<file path="config.mk">
export PLATFORM = sky130hd
export DESIGN_NAME = load_store_unit_flat
export DESIGN_NICKNAME = d
export VERILOG_FILES = /design/src/rtl/load_store_unit_pkg.sv /design/src/rtl/load_store_unit_if.sv /design/src/rtl/load_store_unit_lane_fmt.sv /design/src/rtl/load_store_unit.sv /design/src/flat_wrapper.sv
export SDC_FILE = /design/constraint.sdc
export NUM_CORES = 1
export LEC_CHECK = 0
export BUFFER_PORTS_ARGS = -buffer_cell sky130_fd_sc_hd__buf_2
export CORE_MARGIN = 2
export CORE_UTILIZATION = 30
export CTS_CLUSTER_SIZE = 10
export DETAILED_ROUTE_END_ITERATION = 10
export HOLD_SLACK_MARGIN = 0.03
export SETUP_SLACK_MARGIN = 0.15
export SYNTH_ARGS = -nofsm -noshare
export SYNTH_HDL_FRONTEND = slang
export SYNTH_HIERARCHICAL = 1
export SYNTH_SLANG_ARGS = --single-unit
</file>
<file path="constraint.sdc">
create_clock -name clk -period 6.91 [get_ports clk]
set_clock_uncertainty 0.2 [all_clocks]
set_input_delay 1.382 -clock clk [delete_from_list [all_inputs] [get_ports clk]]
set_output_delay 1.382 -clock clk [all_outputs]
set_load 0.02 [all_outputs]
</file>
<file path="src/rtl/load_store_unit_pkg.sv">
// Shared types and lane helpers for the RV32I load/store unit.
// Build option: LSU_MISALIGN_TRAP_EN turns misaligned halfword/word accesses into errors.
package riscv_lsu_pkg;

  localparam int LSU_XLEN = 32;

  localparam logic [2:0] F3_B  = 3'b000;
  localparam logic [2:0] F3_H  = 3'b001;
  localparam logic [2:0] F3_W  = 3'b010;
  localparam logic [2:0] F3_BU = 3'b100;
  localparam logic [2:0] F3_HU = 3'b101;

  typedef enum logic [1:0] {
    IDLE = 2'd0,
    RD   = 2'd1,
    WR   = 2'd2,
    RSP  = 2'd3
  } lsu_state_e;

  // Byte offset actually used; address bits below the access size are dropped.
  function automatic logic [1:0] lane_off(input logic [2:0] f3, input logic [1:0] a);
    case (f3[1:0])
      2'b00:   return a;
      2'b01:   return {a[1], 1'b0};
      default: return 2'b00;
    endcase
  endfunction

  function automatic logic [3:0] lane_mask(input logic [2:0] f3, input logic [1:0] a);
    case (f3[1:0])
      2'b00:   return 4'b0001 << lane_off(f3, a);
      2'b01:   return 4'b0011 << lane_off(f3, a);
      default: return 4'b1111;
    endcase
  endfunction

  function automatic logic [31:0] extend(input logic [31:0] v, input logic [2:0] f3);
    case (f3)
      F3_B:    return {{24{v[7]}}, v[7:0]};
      F3_H:    return {{16{v[15]}}, v[15:0]};
      F3_BU:   return {24'd0, v[7:0]};
      F3_HU:   return {16'd0, v[15:0]};
      F3_W:    return v;
      default: return v;
    endcase
  endfunction

  function automatic logic access_err(input logic we, input logic [2:0] f3, input logic [1:0] a);
    logic bad;
    if (we) bad = f3[2] || (f3[1:0] == 2'b11);
    else    bad = (f3 == 3'b011) || (f3 == 3'b110) || (f3 == 3'b111);
`ifdef LSU_MISALIGN_TRAP_EN
    bad = bad || ((f3[1:0] == 2'b01) && a[0]) || ((f3[1:0] == 2'b10) && (a != 2'b00));
`else
    bad = bad || (a == 2'b11 && 1'b0);
`endif
    return bad;
  endfunction

endpackage

</file>
<file path="src/rtl/load_store_unit_if.sv">
// Core-side request/response bus of the load/store unit.
interface lsu_if;
  logic        req_valid;
  logic        req_ready;
  logic        req_we;
  logic [2:0]  req_funct3;
  logic [31:0] req_addr;
  logic [31:0] req_wdata;
  logic        rsp_valid;
  logic [31:0] rsp_rdata;
  logic        rsp_err;

  modport master (
    output req_valid, req_we, req_funct3, req_addr, req_wdata,
    input  req_ready, rsp_valid, rsp_rdata, rsp_err
  );

  modport slave (
    input  req_valid, req_we, req_funct3, req_addr, req_wdata,
    output req_ready, rsp_valid, rsp_rdata, rsp_err
  );
endinterface

</file>
<file path="src/rtl/load_store_unit_lane_fmt.sv">
// Combinational byte-lane logic: store merge into the old word, load extract and extend.
module lsu_lane_fmt
  import riscv_lsu_pkg::*;
(
  input  logic [2:0]  f3_i,
  input  logic [1:0]  off_i,
  input  logic [31:0] old_word_i,
  input  logic [31:0] wdata_i,
  input  logic [31:0] rd_word_i,
  output logic [31:0] merged_o,
  output logic [31:0] load_o
);

  logic [3:0]  mask;
  logic [31:0] rep;
  logic [31:0] shifted;

  always_comb begin
    // NOTE: every output gets a default first so no path can infer a latch.
    merged_o = old_word_i;
    mask     = lane_mask(f3_i, off_i);
    case (f3_i[1:0])
      2'b00:   rep = {4{wdata_i[7:0]}};
      2'b01:   rep = {2{wdata_i[15:0]}};
      default: rep = wdata_i;
    endcase
    for (int i = 0; i < 4; i++) begin
      if (mask[i]) merged_o[8*i +: 8] = rep[8*i +: 8];
    end
    shifted = rd_word_i >> {lane_off(f3_i, off_i), 3'b000};
    load_o  = extend(shifted, f3_i);
  end

endmodule

</file>
<file path="src/rtl/load_store_unit.sv">
// RV32I load/store unit: sub-word loads with extension, sub-word stores via read-modify-write.
// Misalignment trapping is enabled by defining LSU_MISALIGN_TRAP_EN (see riscv_lsu_pkg).
module load_store_unit
  import riscv_lsu_pkg::*;
#(
  parameter int XLEN      = 32,
  parameter int MEM_WORDS = 64
) (
  input  logic        clk,
  input  logic        rst,
  lsu_if.slave        core,
  output logic [31:0] mem_addr_o,
  output logic [31:0] mem_wdata_o,
  output logic        mem_we_o,
  input  logic [31:0] mem_rdata_i
);

  if (XLEN != LSU_XLEN || MEM_WORDS < 1) begin : g_cfg_err
    $error("load_store_unit supports only XLEN=32 and MEM_WORDS>=1");
  end

  lsu_state_e  state_q;
  logic [31:0] addr_q;
  logic [2:0]  f3_q;
  logic        we_q;
  logic [31:0] wdata_q;
  logic [31:0] word_q;
  logic        rsp_valid_q;
  logic [31:0] rsp_rdata_q;
  logic        rsp_err_q;
  logic        mem_we_q;

  logic        err_d;
  logic [31:0] load_d;
  logic [31:0] merged_d;

  assign err_d = access_err(we_q, f3_q, addr_q[1:0]);

  lsu_lane_fmt u_lane_fmt (
    .f3_i       (f3_q),
    .off_i      (addr_q[1:0]),
    .old_word_i (word_q),
    .wdata_i    (wdata_q),
    .rd_word_i  (mem_rdata_i),
    .merged_o   (merged_d),
    .load_o     (load_d)
  );

  // mem_we_q sits in the async-reset flop so a reset in WR kills the write at once.
  always_ff @(posedge clk or posedge rst) begin
    if (rst) begin
      state_q     <= IDLE;
      addr_q      <= '0;
      f3_q        <= '0;
      we_q        <= 1'b0;
      wdata_q     <= '0;
      word_q      <= '0;
      rsp_valid_q <= 1'b0;
      rsp_rdata_q <= '0;
      rsp_err_q   <= 1'b0;
      mem_we_q    <= 1'b0;
    end else begin
      // NOTE: sequential state uses non-blocking assignments so all flops update together.
      rsp_valid_q <= 1'b0;
      mem_we_q    <= 1'b0;
      case (state_q)
        IDLE: begin
          if (core.req_valid) begin
            addr_q  <= core.req_addr;
            f3_q    <= core.req_funct3;
            we_q    <= core.req_we;
            wdata_q <= core.req_wdata;
            state_q <= RD;
          end
        end
        RD: begin
          word_q <= mem_rdata_i;
          if (err_d) begin
            rsp_err_q   <= 1'b1;
            rsp_rdata_q <= '0;
            rsp_valid_q <= 1'b1;
            state_q     <= RSP;
          end else if (we_q) begin
            mem_we_q <= 1'b1;
            state_q  <= WR;
          end else begin
            rsp_err_q   <= 1'b0;
            rsp_rdata_q <= load_d;
            rsp_valid_q <= 1'b1;
            state_q     <= RSP;
          end
        end
        WR: begin
          rsp_err_q   <= 1'b0;
          rsp_rdata_q <= '0;
          rsp_valid_q <= 1'b1;
          state_q     <= RSP;
        end
        RSP:     state_q <= IDLE;
        default: state_q <= IDLE;
      endcase
    end
  end

  assign core.req_ready = (state_q == IDLE);
  assign core.rsp_valid = rsp_valid_q;
  assign core.rsp_rdata = rsp_rdata_q;
  assign core.rsp_err   = rsp_err_q;
  assign mem_addr_o     = {addr_q[31:2], 2'b00};
  assign mem_wdata_o    = merged_d;
  assign mem_we_o       = mem_we_q;

endmodule

</file>
<file path="src/flat_wrapper.sv">
// flat-port wrapper written by rule: the top's interface ports become plain ports
module load_store_unit_flat import riscv_lsu_pkg::*;
#(
  parameter int XLEN      = 32,
  parameter int MEM_WORDS = 64
)
  (clk, rst, mem_addr_o, mem_wdata_o, mem_we_o, mem_rdata_i, core_req_valid, core_req_we, core_req_funct3, core_req_addr, core_req_wdata, core_req_ready, core_rsp_valid, core_rsp_rdata, core_rsp_err);
  lsu_if core_i ();
  input  logic clk;
  input  logic rst;
  output logic [31:0] mem_addr_o;
  output logic [31:0] mem_wdata_o;
  output logic mem_we_o;
  input  logic [31:0] mem_rdata_i;
  input wire logic [$bits(core_i.req_valid)-1:0] core_req_valid;
  input wire logic [$bits(core_i.req_we)-1:0] core_req_we;
  input wire logic [$bits(core_i.req_funct3)-1:0] core_req_funct3;
  input wire logic [$bits(core_i.req_addr)-1:0] core_req_addr;
  input wire logic [$bits(core_i.req_wdata)-1:0] core_req_wdata;
  output wire logic [$bits(core_i.req_ready)-1:0] core_req_ready;
  output wire logic [$bits(core_i.rsp_valid)-1:0] core_rsp_valid;
  output wire logic [$bits(core_i.rsp_rdata)-1:0] core_rsp_rdata;
  output wire logic [$bits(core_i.rsp_err)-1:0] core_rsp_err;
  assign core_i.req_valid = core_req_valid;
  assign core_i.req_we = core_req_we;
  assign core_i.req_funct3 = core_req_funct3;
  assign core_i.req_addr = core_req_addr;
  assign core_i.req_wdata = core_req_wdata;
  assign core_req_ready = core_i.req_ready;
  assign core_rsp_valid = core_i.rsp_valid;
  assign core_rsp_rdata = core_i.rsp_rdata;
  assign core_rsp_err = core_i.rsp_err;
  load_store_unit #(.XLEN(XLEN), .MEM_WORDS(MEM_WORDS)) u_core (.clk(clk), .rst(rst), .core(core_i), .mem_addr_o(mem_addr_o), .mem_wdata_o(mem_wdata_o), .mem_we_o(mem_we_o), .mem_rdata_i(mem_rdata_i));
endmodule
</file>
==> results.json, run 1 <==
{
  "dieArea_mm2": 0.02403,
  "fin_tns_setup_ns": 0,
  "netlist_area_mm2": 0.006842,
  "cts_buffers": 17,
  "power.share.switching_pct": 43.28,
  "cts_setup_buffers": 0,
  "peakVddDrop_uv": 205.2,
  "ys.flop_type": "dfrtp_1",
  "switchingPower_mw": 2.035,
  "fin_crit_ns": 4.556,
  "ant_nets": 0,
  "clkTransAtPathRegs_ns": 0.06,
  "fp.dieW_um": 155.0,
  "use_met2_pct": 23.98,
  "async_flop_share_pct": 100.0,
  "p_total_mw": 4.702,
  "holdPathEnd": "u_core/core.rsp_rdata[30]$_DFFE_PP0P_",
  "p_comb_share_pct": 49.6,
  "grt-ovfl-total": 0,
  "hold_path.class": "flop to flop",
  "final_hold_viol_count": 0,
  "final_util_pct": 37.16,
  "met3_usage_pct": 5.850,
  "hp-start": "u_core/core.rsp_rdata[30]$_DFFE_PP0P_",
  "reg2reg_depth": 5,
  "drtIter0Drc": 232,
  "synth.avg_cell_area_um2": 12.39,
  "synth_edf_count": 0,
  "io_buffers": 200,
  "crit_type": "flop to output port",
  "grt_pass1_wl_mm": 29.50,
  "instances_no_fill": 1014,
  "worst_hold_slack_ns": 0.2966,
  "worst_pin_slew_ns": 1.088,
  "worstPathMaxFanout": 27,
  "drc": 0,
  "finalCritPeriodShare_pct": 65.94,
  "start_util_pct": 30.40,
  "antenna_found_initial": 8,
  "crit_arrival_ns": 2.97,
  "max_freq_mhz": 219.5,
  "hpwlAfterDp_mm": 14.24,
  "final_area_mm2": 0.008363,
  "via_per_inst": 4.869,
  "regToRegEndpoint": "u_core/core.rsp_rdata[20]$_DFFE_PP0P_",
  "tritoncts": "yes",
  "via_count": 4937,
  "start_kind": "flop",
  "dp.cells": 977,
  "powerDensity_mw_per_mm2": 562.3,
  "worst_r2r_startpoint": "u_core/f3_q[0]$_DFFE_PP0P_",
  "synthDistinctLibCells": 44,
  "routed_wl_mm": 19.61,
  "worst_slack_ns": 2.354,
  "cts.sinks": 137,
  "rsz0062_at_grt": "false",
  "cts_hold_buf": 0,
  "clk_path_buf_depth": 2,
  "fin_nets": 817,
  "drv_slew": 0,
  "synth-seq-cells": 137,
  "critPathRequiredTime_ns": 5.33,
  "clk_latency_ns": 0.41,
  "seqPwrFrac_pct": 31.8,
  "syn_inst": 552,
  "first_global_vias": 4845,
  "rrSetupSlack_ns": 4.01,
  "grt.total_usage_pct": 16.40,
  "drive_gt1_share_pct": 50.90,
  "hold_depth": 1,
  "ys_warn_count": 6,
  "final_cell_mix": "200 x buf_2, 137 x dfrtp_1, 108 x mux2_2",
  "cts_root_buf": "clkbuf_16",
  "cp-end-kind": "output port",
  "synth-seq-area-share_pct": 50.11,
  "die_y_um": 155.0,
  "ioPinCount": 203,
  "p_leak_nw": 3.946,
  "firstDrtPassIters": 5,
  "wl_per_cell_um": 19.34,
  "cts_resized": 0,
  "grt_max_degree": 80,
  "gr-usage-met1_pct": 22.35,
  "pwr-share-clk_pct": 18.6,
  "dpl_cell_area_mm2": 0.007781,
  "internal_power_mw": 2.667,
  "syn2layout_area_growth_pct": 22.24,
  "htreeDepth": 4,
  "gr-max-usage-layer": "met2",
  "row_count": 55,
  "setup_viol": 0,
  "drv_cap": 0,
  "slew_headroom_pct": 27.49,
  "core-area_mm2": 0.02250,
  "routabilityCongestion": 0.8286,
  "place_ws_ns": 2.767,
  "outcome": "completed",
  "final_common_cell": "buf_2"
}
area by class of cell:
cell class	count	area [µm²]
antenna	6	15.01
sequential	137	3428
fill	2247	14140
clock buffer	21	470.5
multi-input combinational	331	2875
tap	285	356.6
inverter	18	75.07
clock inverter	10	96.34
timing repair buffer	206	1046
power groups by stage:
stage	combinational (mW)	clock, mW	sequential (mW)
CTS	2.36	0.902	1.49
global route	2.53	0.941	1.55
floorplan	1.87	0	1.41
global placement	2.32	0	1.51
detailed placement	2.35	0	1.50
finish	2.33	0.876	1.49
flip-flops by register name, summed over array words and instances, names as in the netlist:
register               flops
u_core/addr_q             32
u_core/core.rsp_err        1
u_core/core.rsp_rdata     32
u_core/core.rsp_valid      1
u_core/f3_q                3
u_core/mem_we_o            1
u_core/state_q             2
u_core/wdata_q            32
u_core/we_q                1
u_core/word_q             32
synth_stat cells, types with 2 or more instances:
| library cell | count | area share [%] |
|---|---|---|
| buf_6 | 9 | 1.5 |
| o22ai_1 | 8 | 0.73 |
| o21ai_1 | 10 | 0.73 |
| mux2_2 | 108 | 18 |
| ha_1 | 3 | 0.55 |
| nand2b_2 | 2 | 0.26 |
| buf_2 | 17 | 1.2 |
| nand2_1 | 27 | 1.5 |
| nand2b_1 | 3 | 0.27 |
| a221oi_1 | 8 | 1.0 |
| dfrtp_1 | 137 | 50 |
| mux4_2 | 7 | 2.3 |
| o21ai_2 | 2 | 0.26 |
| mux2i_1 | 25 | 3.7 |
| o21ai_0 | 49 | 3.6 |
| nor3_1 | 2 | 0.15 |
| inv_1 | 16 | 0.88 |
| o21a_1 | 2 | 0.22 |
| clkbuf_1 | 4 | 0.22 |
| buf_4 | 37 | 4.1 |
| nor2_1 | 11 | 0.60 |
| a21oi_1 | 11 | 0.80 |
| a22o_1 | 33 | 4.2 |
how the worst max path moves through the flow:
stage,start,end,slack [ns],cells after the start
5_1_grt,u_core/f3_q[0]$_DFFE_PP0P_,mem_wdata_o[6],2.16,4
2_1_floorplan,rst,u_core/addr_q[0]$_DFFE_PP0P_,1.66,1
3_5_place_dp,u_core/f3_q[0]$_DFFE_PP0P_,mem_wdata_o[0],2.77,4
4_1_cts,u_core/f3_q[0]$_DFFE_PP0P_,mem_wdata_o[0],2.31,4
6_report,u_core/f3_q[0]$_DFFE_PP0P_,mem_wdata_o[0],2.35,4
3_3_place_gp,u_core/f3_q[0]$_DFFE_PP0P_,mem_wdata_o[6],2.81,4
per-layer routing:
metal	up-vias	wire length [µm]
li1	2300	-
met1	2401	8794
met2	208	8555
met3	24	1879
met4	4	347
met5	-	30
kinds of logic after synthesis:
kind of cell    share of synthesized area (%)
fa+ha+maj                              0.5487
simple gates                            3.932
compound gates                          13.37
other cells                           0.05481
mux                                     23.96
flops                                   50.11
buf+inv                                 8.029
worst max-delay path, cell delays in order (launching register included):
cell and delay (ns):
dfrtp_1 1.06, and2b_1 0.31, o21ai_2 0.61, mux2_2 0.42, buf_2 0.16
Power figures use the tool's default switching activity.
==> inputs of run 2 (changes only) <==
==> constraint.sdc (replaced) <==
create_clock -name clk -period 3.95 [get_ports clk]
set_clock_uncertainty 0.2 [all_clocks]
set_input_delay 0.79 -clock clk [delete_from_list [all_inputs] [get_ports clk]]
set_output_delay 0.79 -clock clk [all_outputs]
set_load 0.02 [all_outputs]
==> run 2 against run 1 <==
Non-clock buffer count up 6. Worst hold slack improved by 0.0019 ns. Design area is 0.51% higher. Sequential power up 72%. Critical path type unchanged. Largest power group unchanged.
==> results.json, run 2 (synthesis gave the netlist of run 1 again) <==
{
  "cts.sinks": 137,
  "final_util_pct": 37.35,
  "drive_gt1_share_pct": 51.31,
  "cts_buffers": 17,
  "regToRegEndpoint": "u_core/core.rsp_rdata[14]$_DFFE_PP0P_",
  "final_cell_mix": "200 x buf_2, 137 x dfrtp_1, 108 x mux2_2",
  "die_y_um": 155.0,
  "clkTransAtPathRegs_ns": 0.06,
  "outcome": "completed",
  "ioPinCount": 203,
  "max_stage_delay_ns": 0.75,
  "htreeDepth": 4,
  "setup_viol": 0,
  "firstDrtPassIters": 4,
  "grt_max_degree": 69,
  "via_count": 4943,
  "finalCritPeriodShare_pct": 88.68,
  "hold_path.class": "flop to flop",
  "ant_nets": 0,
  "worst-path-buf-inv": 2,
  "drc": 0,
  "start_util_pct": 30.40,
  "final_hold_viol_count": 0,
  "grt_pass1_wl_mm": 30.59,
  "routabilityCongestion": 0.8236,
  "clk_path_buf_depth": 2,
  "hpwlAfterDp_mm": 14.54,
  "wl_per_cell_um": 19.82,
  "core-area_mm2": 0.02250,
  "powerDensity_mw_per_mm2": 989.0,
  "cts_hold_buf": 0,
  "tritoncts": "yes",
  "crit_type": "flop to output port",
  "start_kind": "flop",
  "cp_slowest_cell": "dfrtp_1",
  "worst_hold_slack_ns": 0.2986,
  "worst_r2r_startpoint": "u_core/f3_q[1]$_DFFE_PP0P_",
  "worstPathMaxFanout": 17,
  "hold_depth": 1,
  "io_buffers": 200,
  "cp-end-kind": "output port",
  "instances_no_fill": 1013,
  "clk_latency_ns": 0.42,
  "path_cells": "and2b_1 -> o21ai_2 -> buf_4 -> mux2_2 -> buf_2",
  "rrSetupSlack_ns": 1.33,
  "fin_tns_setup_ns": 0,
  "slew_headroom_pct": 35.92,
  "dieArea_mm2": 0.02403,
  "grt.total_usage_pct": 16.96,
  "hp-start": "u_core/addr_q[4]$_DFFE_PP0P_",
  "antenna_found_initial": 2,
  "rsz0062_at_grt": "false",
  "max_freq_mhz": 285.5,
  "drv_cap": 0,
  "cts_resized": 0,
  "worst_slack_ns": 0.4471,
  "dpl_cell_area_mm2": 0.007838,
  "drv_slew": 0,
  "peakVddDrop_uv": 390.6,
  "p_total_mw": 8.313,
  "row_count": 55,
  "dp.cells": 983,
  "cp-startpoint": "u_core/f3_q[0]$_DFFE_PP0P_",
  "holdPathEnd": "u_core/addr_q[4]$_DFFE_PP0P_",
  "fp.dieW_um": 155.0,
  "routed_wl_mm": 20.08,
  "critPathRequiredTime_ns": 2.96,
  "fin_nets": 823,
  "cts_root_buf": "clkbuf_16",
  "cts_setup_buffers": 0,
  "p_leak_nw": 3.974,
  "final_common_cell": "buf_2",
  "via_per_inst": 4.880,
  "first_global_vias": 4940,
  "worst_pin_slew_ns": 0.9577,
  "cp_top_family": "flip-flops",
  "syn2layout_area_growth_pct": 22.86,
  "place_ws_ns": 0.8830,
  "fin_crit_ns": 3.503,
  "final_area_mm2": 0.008406,
  "reg2reg_depth": 7,
  "drtIter0Drc": 262,
  "grt-ovfl-total": 0,
  "crit_arrival_ns": 2.51
}
-- run 2: cell count changes in the layout (fill, tap and decap cells not counted), sizes merged --
cell	before	now
bufinv	1	2
diode	6	1
clkinv	5	4
clkbuf	21	18
clkinvlp	4	5
buf	206	212
-- run 2: worst max-delay path by stage --
stage	cells past startpoint	slack, ns	end
after floorplan	1	1.25	u_core/addr_q[0]$_DFFE_PP0P_
after global placement	5	0.94	mem_wdata_o[4]
after detailed placement	5	0.88	mem_wdata_o[6]
after CTS	5	0.43	mem_wdata_o[6]
after global routing	5	0.32	mem_wdata_o[29]
final	5	0.45	mem_wdata_o[5]
-- run 2: routing by layer --
metal  part of all wire, %  global-route usage (%)  up-vias
met1                    46                   23.63     2401
met3                   7.9                   5.070       28
met2                    44                   25.16      208
li1                      -                       -     2304
met5                 0.035                       0        -
met4                   1.8                   5.732        2
-- run 2: report_power, final --
part,internal (mW),total (mW),switching [mW]
registers,2.04,2.56,0.517
clock network,0.936,1.57,0.630
logic,1.74,4.19,2.45
-- run 2: final cells by class --
cell class | instances | area (µm²)
Inverter | 18 | 73.82
Antenna cell | 1 | 2.502
Sequential cell | 137 | 3428
Multi-Input combinational cell | 331 | 2875
Fill cell | 2248 | 14100
Timing Repair Buffer | 212 | 1104
Tap cell | 285 | 356.6
Clock inverter | 11 | 126.4
Clock buffer | 18 | 439.2
-- run 2: worst register-to-register path: stages, from the launching register on --
cell and delay (ns):
dfrtp_1 0.36, buf_4 0.43, nand2b_1 0.35, buf_4 0.26, nor2_1 0.09, a221oi_4 0.42, a221oi_1 0.14, a22o_1 0.25
==> inputs of run 3 (changes only) <==
--- a/config.mk
+++ b/config.mk
@@ -8,11 +8,11 @@
 export BUFFER_PORTS_ARGS = -buffer_cell sky130_fd_sc_hd__buf_2
 export CORE_MARGIN = 2
 export CORE_UTILIZATION = 30
+export CTS_BUF_LIST = sky130_fd_sc_hd__clkbuf_4
 export CTS_CLUSTER_SIZE = 10
 export DETAILED_ROUTE_END_ITERATION = 10
 export HOLD_SLACK_MARGIN = 0.03
 export SETUP_SLACK_MARGIN = 0.15
 export SYNTH_ARGS = -nofsm -noshare
 export SYNTH_HDL_FRONTEND = slang
-export SYNTH_HIERARCHICAL = 1
 export SYNTH_SLANG_ARGS = --single-unit
==> run 3 against run 2 <==
Final cell count fell by 1.8%. Count of clock-buffer cells in the layout did not move. Global-route usage fell by 0.96 points. Synthesized area fell by 4.5%. Fmax rose by 0.66%. Largest cell class unchanged. Wire length fell by 9.2%. Synthesized cell count fell by 3.6%.
==> results.json, run 3 <==
{
  "final_common_cell": "buf_2",
  "p_total_mw": 8.108,
  "hold_depth": 2,
  "fin_tns_setup_ns": 0,
  "crit_arrival_ns": 2.49,
  "drv_slew": 0,
  "ys_top_cells_by_area": "dfrtp_1 52%, mux2_2 19%, mux2i_1 4.9%",
  "synth_mux_area_share_pct": 26.26,
  "ioPinCount": 203,
  "netlist_area_mm2": 0.006536,
  "synthAdderAreaFrac_pct": 0.5743,
  "multi_input_area_mm2": 0.002724,
  "worst_r2r_startpoint": "u_core.f3_q[1]$_DFFE_PP0P_",
  "finalCritPeriodShare_pct": 88.10,
  "drc": 0,
  "dieArea_mm2": 0.02298,
  "p_leak_nw": 3.715,
  "synth_simple_gate_area_share_pct": 6.700,
  "max_freq_mhz": 287.4,
  "final_util_pct": 36.77,
  "drv_cap": 0,
  "cp_slowest_cell": "dfrtp_2",
  "synthTopCellsByCount": "137 x dfrtp_1, 110 x mux2_2, 47 x nor2_1, 34 x buf_4, 32 x mux2i_1",
  "power.share.switching_pct": 45.44,
  "cts.sinks": 137,
  "place_ws_ns": 0.9286,
  "drtIter0Drc": 286,
  "routabilityCongestion": 0.8075,
  "grt.total_usage_pct": 16.00,
  "fin_crit_ns": 3.480,
  "routed_wl_mm": 18.22,
  "fp.dieW_um": 151.6,
  "tritoncts": "yes",
  "clk_latency_ns": 0.55,
  "synth.avg_cell_area_um2": 12.29,
  "setup_viol": 0,
  "syn2layout_area_growth_pct": 21.63,
  "synth-seq-area-share_pct": 52.45,
  "dpl_cell_area_mm2": 0.007621,
  "start_util_pct": 30.23,
  "worst_pin_slew_ns": 0.9507,
  "crit_type": "flop to output port",
  "ant_nets": 0,
  "yosysMostFrequentCell": "dfrtp_1",
  "worstPathMaxFanout": 26,
  "worst_slack_ns": 0.4700,
  "slew_headroom_pct": 36.62,
  "synth_xor_area_share_pct": 0,
  "drive_gt1_share_pct": 51.40,
  "synth_top_area_share_pct": 52.45,
  "rsz0062_at_grt": "false",
  "num-fill-cells": 2194,
  "synth_compound_area_share_pct": 7.810,
  "synth_area_leader_cell": "dfrtp_1",
  "p_comb_share_pct": 55.0,
  "critPathRequiredTime_ns": 2.96,
  "via_count": 4730,
  "final_hold_viol_count": 0,
  "grt_pass1_wl_mm": 27.21,
  "final_area_mm2": 0.007950,
  "start_kind": "flop",
  "outcome": "completed",
  "synth_edf_count": 0,
  "ys_warn_count": 0,
  "core-area_mm2": 0.02162,
  "cp-startpoint": "u_core.f3_q[1]$_DFFE_PP0P_",
  "final-seq-area_mm2": 0.003430,
  "cts_root_buf": "clkbuf_4",
  "seqPwrFrac_pct": 32.1,
  "switchingPower_mw": 3.684,
  "internal_power_mw": 4.424,
  "hp-start": "core_req_wdata[25]",
  "cts_buffers": 17,
  "first_global_vias": 4450,
  "pwr-share-clk_pct": 12.9,
  "synth_top_family_by_area": "multiplexers",
  "async_flop_share_pct": 100.0,
  "path_cells": "nor2_1 -> buf_4 -> a21oi_4 -> mux2_2 -> buf_2",
  "reg2reg_depth": 6,
  "row_count": 54,
  "powerDensity_mw_per_mm2": 1020,
  "hpwlAfterDp_mm": 13.48,
  "cp-end-kind": "output port",
  "clk_path_buf_depth": 2,
  "synth-seq-cells": 137,
  "peakVddDrop_uv": 462.4,
  "htreeDepth": 4,
  "antenna_found_initial": 3,
  "synthDistinctLibCells": 36,
  "final_cell_mix": "200 x buf_2, 136 x dfrtp_1, 110 x mux2_2",
  "firstDrtPassIters": 5,
  "die_y_um": 151.6,
  "wl_per_cell_um": 18.32,
  "grt-ovfl-total": 0,
  "hold_path.class": "input port to flop",
  "ys.flop_type": "dfrtp_1",
  "grt_max_degree": 73,
  "fin_nets": 807,
  "via_per_inst": 4.754,
  "max_stage_delay_ns": 0.68,
  "clkTransAtPathRegs_ns": 0.13,
  "io_buffers": 200,
  "syn_inst": 532
}
==> run 3: cell type report <==
type / instances / area share (%)
Sequential cell: 137 / 43.14
Clock inverter: 12 / 2.203
Tap cell: 280 / 4.407
Inverter: 7 / 0.3777
Multi-Input combinational cell: 327 / 34.26
Antenna cell: 3 / 0.09443
Clock buffer: 18 / 1.700
Timing Repair Buffer: 211 / 13.82
==> run 3: cell families (layout without fill, tap and decap cells) <==
family	after synthesis	in the layout
buffers and inverters	69	248
flip-flops	137	137
AO/OA/AOI/OAI	81	81
AND/OR/NAND/NOR	92	92
multiplexers	149	149
adder cells (fa/ha/maj)	3	3
other	1	5
==> run 3: critical path: cells and delay by family (launching register included) <==
kind / cells / cell delay (ns)
AO/OA/AOI/OAI: 1 / 0.38
buffers and inverters: 2 / 0.39
flip-flops: 1 / 0.68
multiplexers: 1 / 0.39
AND/OR/NAND/NOR: 1 / 0.10
==> run 3: path summary, 6_finish.rpt <==
path	endpoint	slack [ns]
setup reg to reg	u_core.core.rsp_rdata[14]$_DFFE_PP0P_	1.00
hold reg to reg	u_core.addr_q[24]$_DFFE_PP0P_	0.31
hold / removal	u_core.wdata_q[25]$_DFFE_PP0P_	0.26
min in group asynchronous	u_core.wdata_q[19]$_DFFE_PP0P_	0.47
max in group asynchronous	u_core.addr_q[22]$_DFFE_PP0P_	1.95
setup / recovery	mem_wdata_o[0]	0.47
==> run 3: through the flow <==
stage               cells  hold WS [ns]
global route          995        0.2027
global placement      961        0.2617
CTS                   992        0.1997
floorplan             533        0.2767
detailed placement    961        0.2879
finish                995        0.2606
==> run 3: power by group through the flow <==
stage          sequential, mW  combinational [mW]  clock (mW)
2_1_floorplan            2.62                3.30           0
3_3_place_gp             2.62                4.42           0
3_5_place_dp             2.63                4.48           0
4_1_cts                  2.60                4.48        1.08
5_1_grt                  2.70                4.82        1.14
6_report                 2.61                4.46        1.04
==> run 3: what timing repair did <==
item	in CTS	in global routing
gates resized for setup	0	1
endpoints found under the setup margin	0	8
hold buffers	1	0
setup buffers	0	0
endpoints found under the hold margin	3	0
==> run 3: routing by layer <==
metal  track usage (%)  up-vias  routed length (µm)
met4             7.407        0                 467
met5                 0        -                   0
met1             22.65     2345                8463
met2             22.81      156                8186
li1                  -     2203                   -
met3             4.192       26                1106
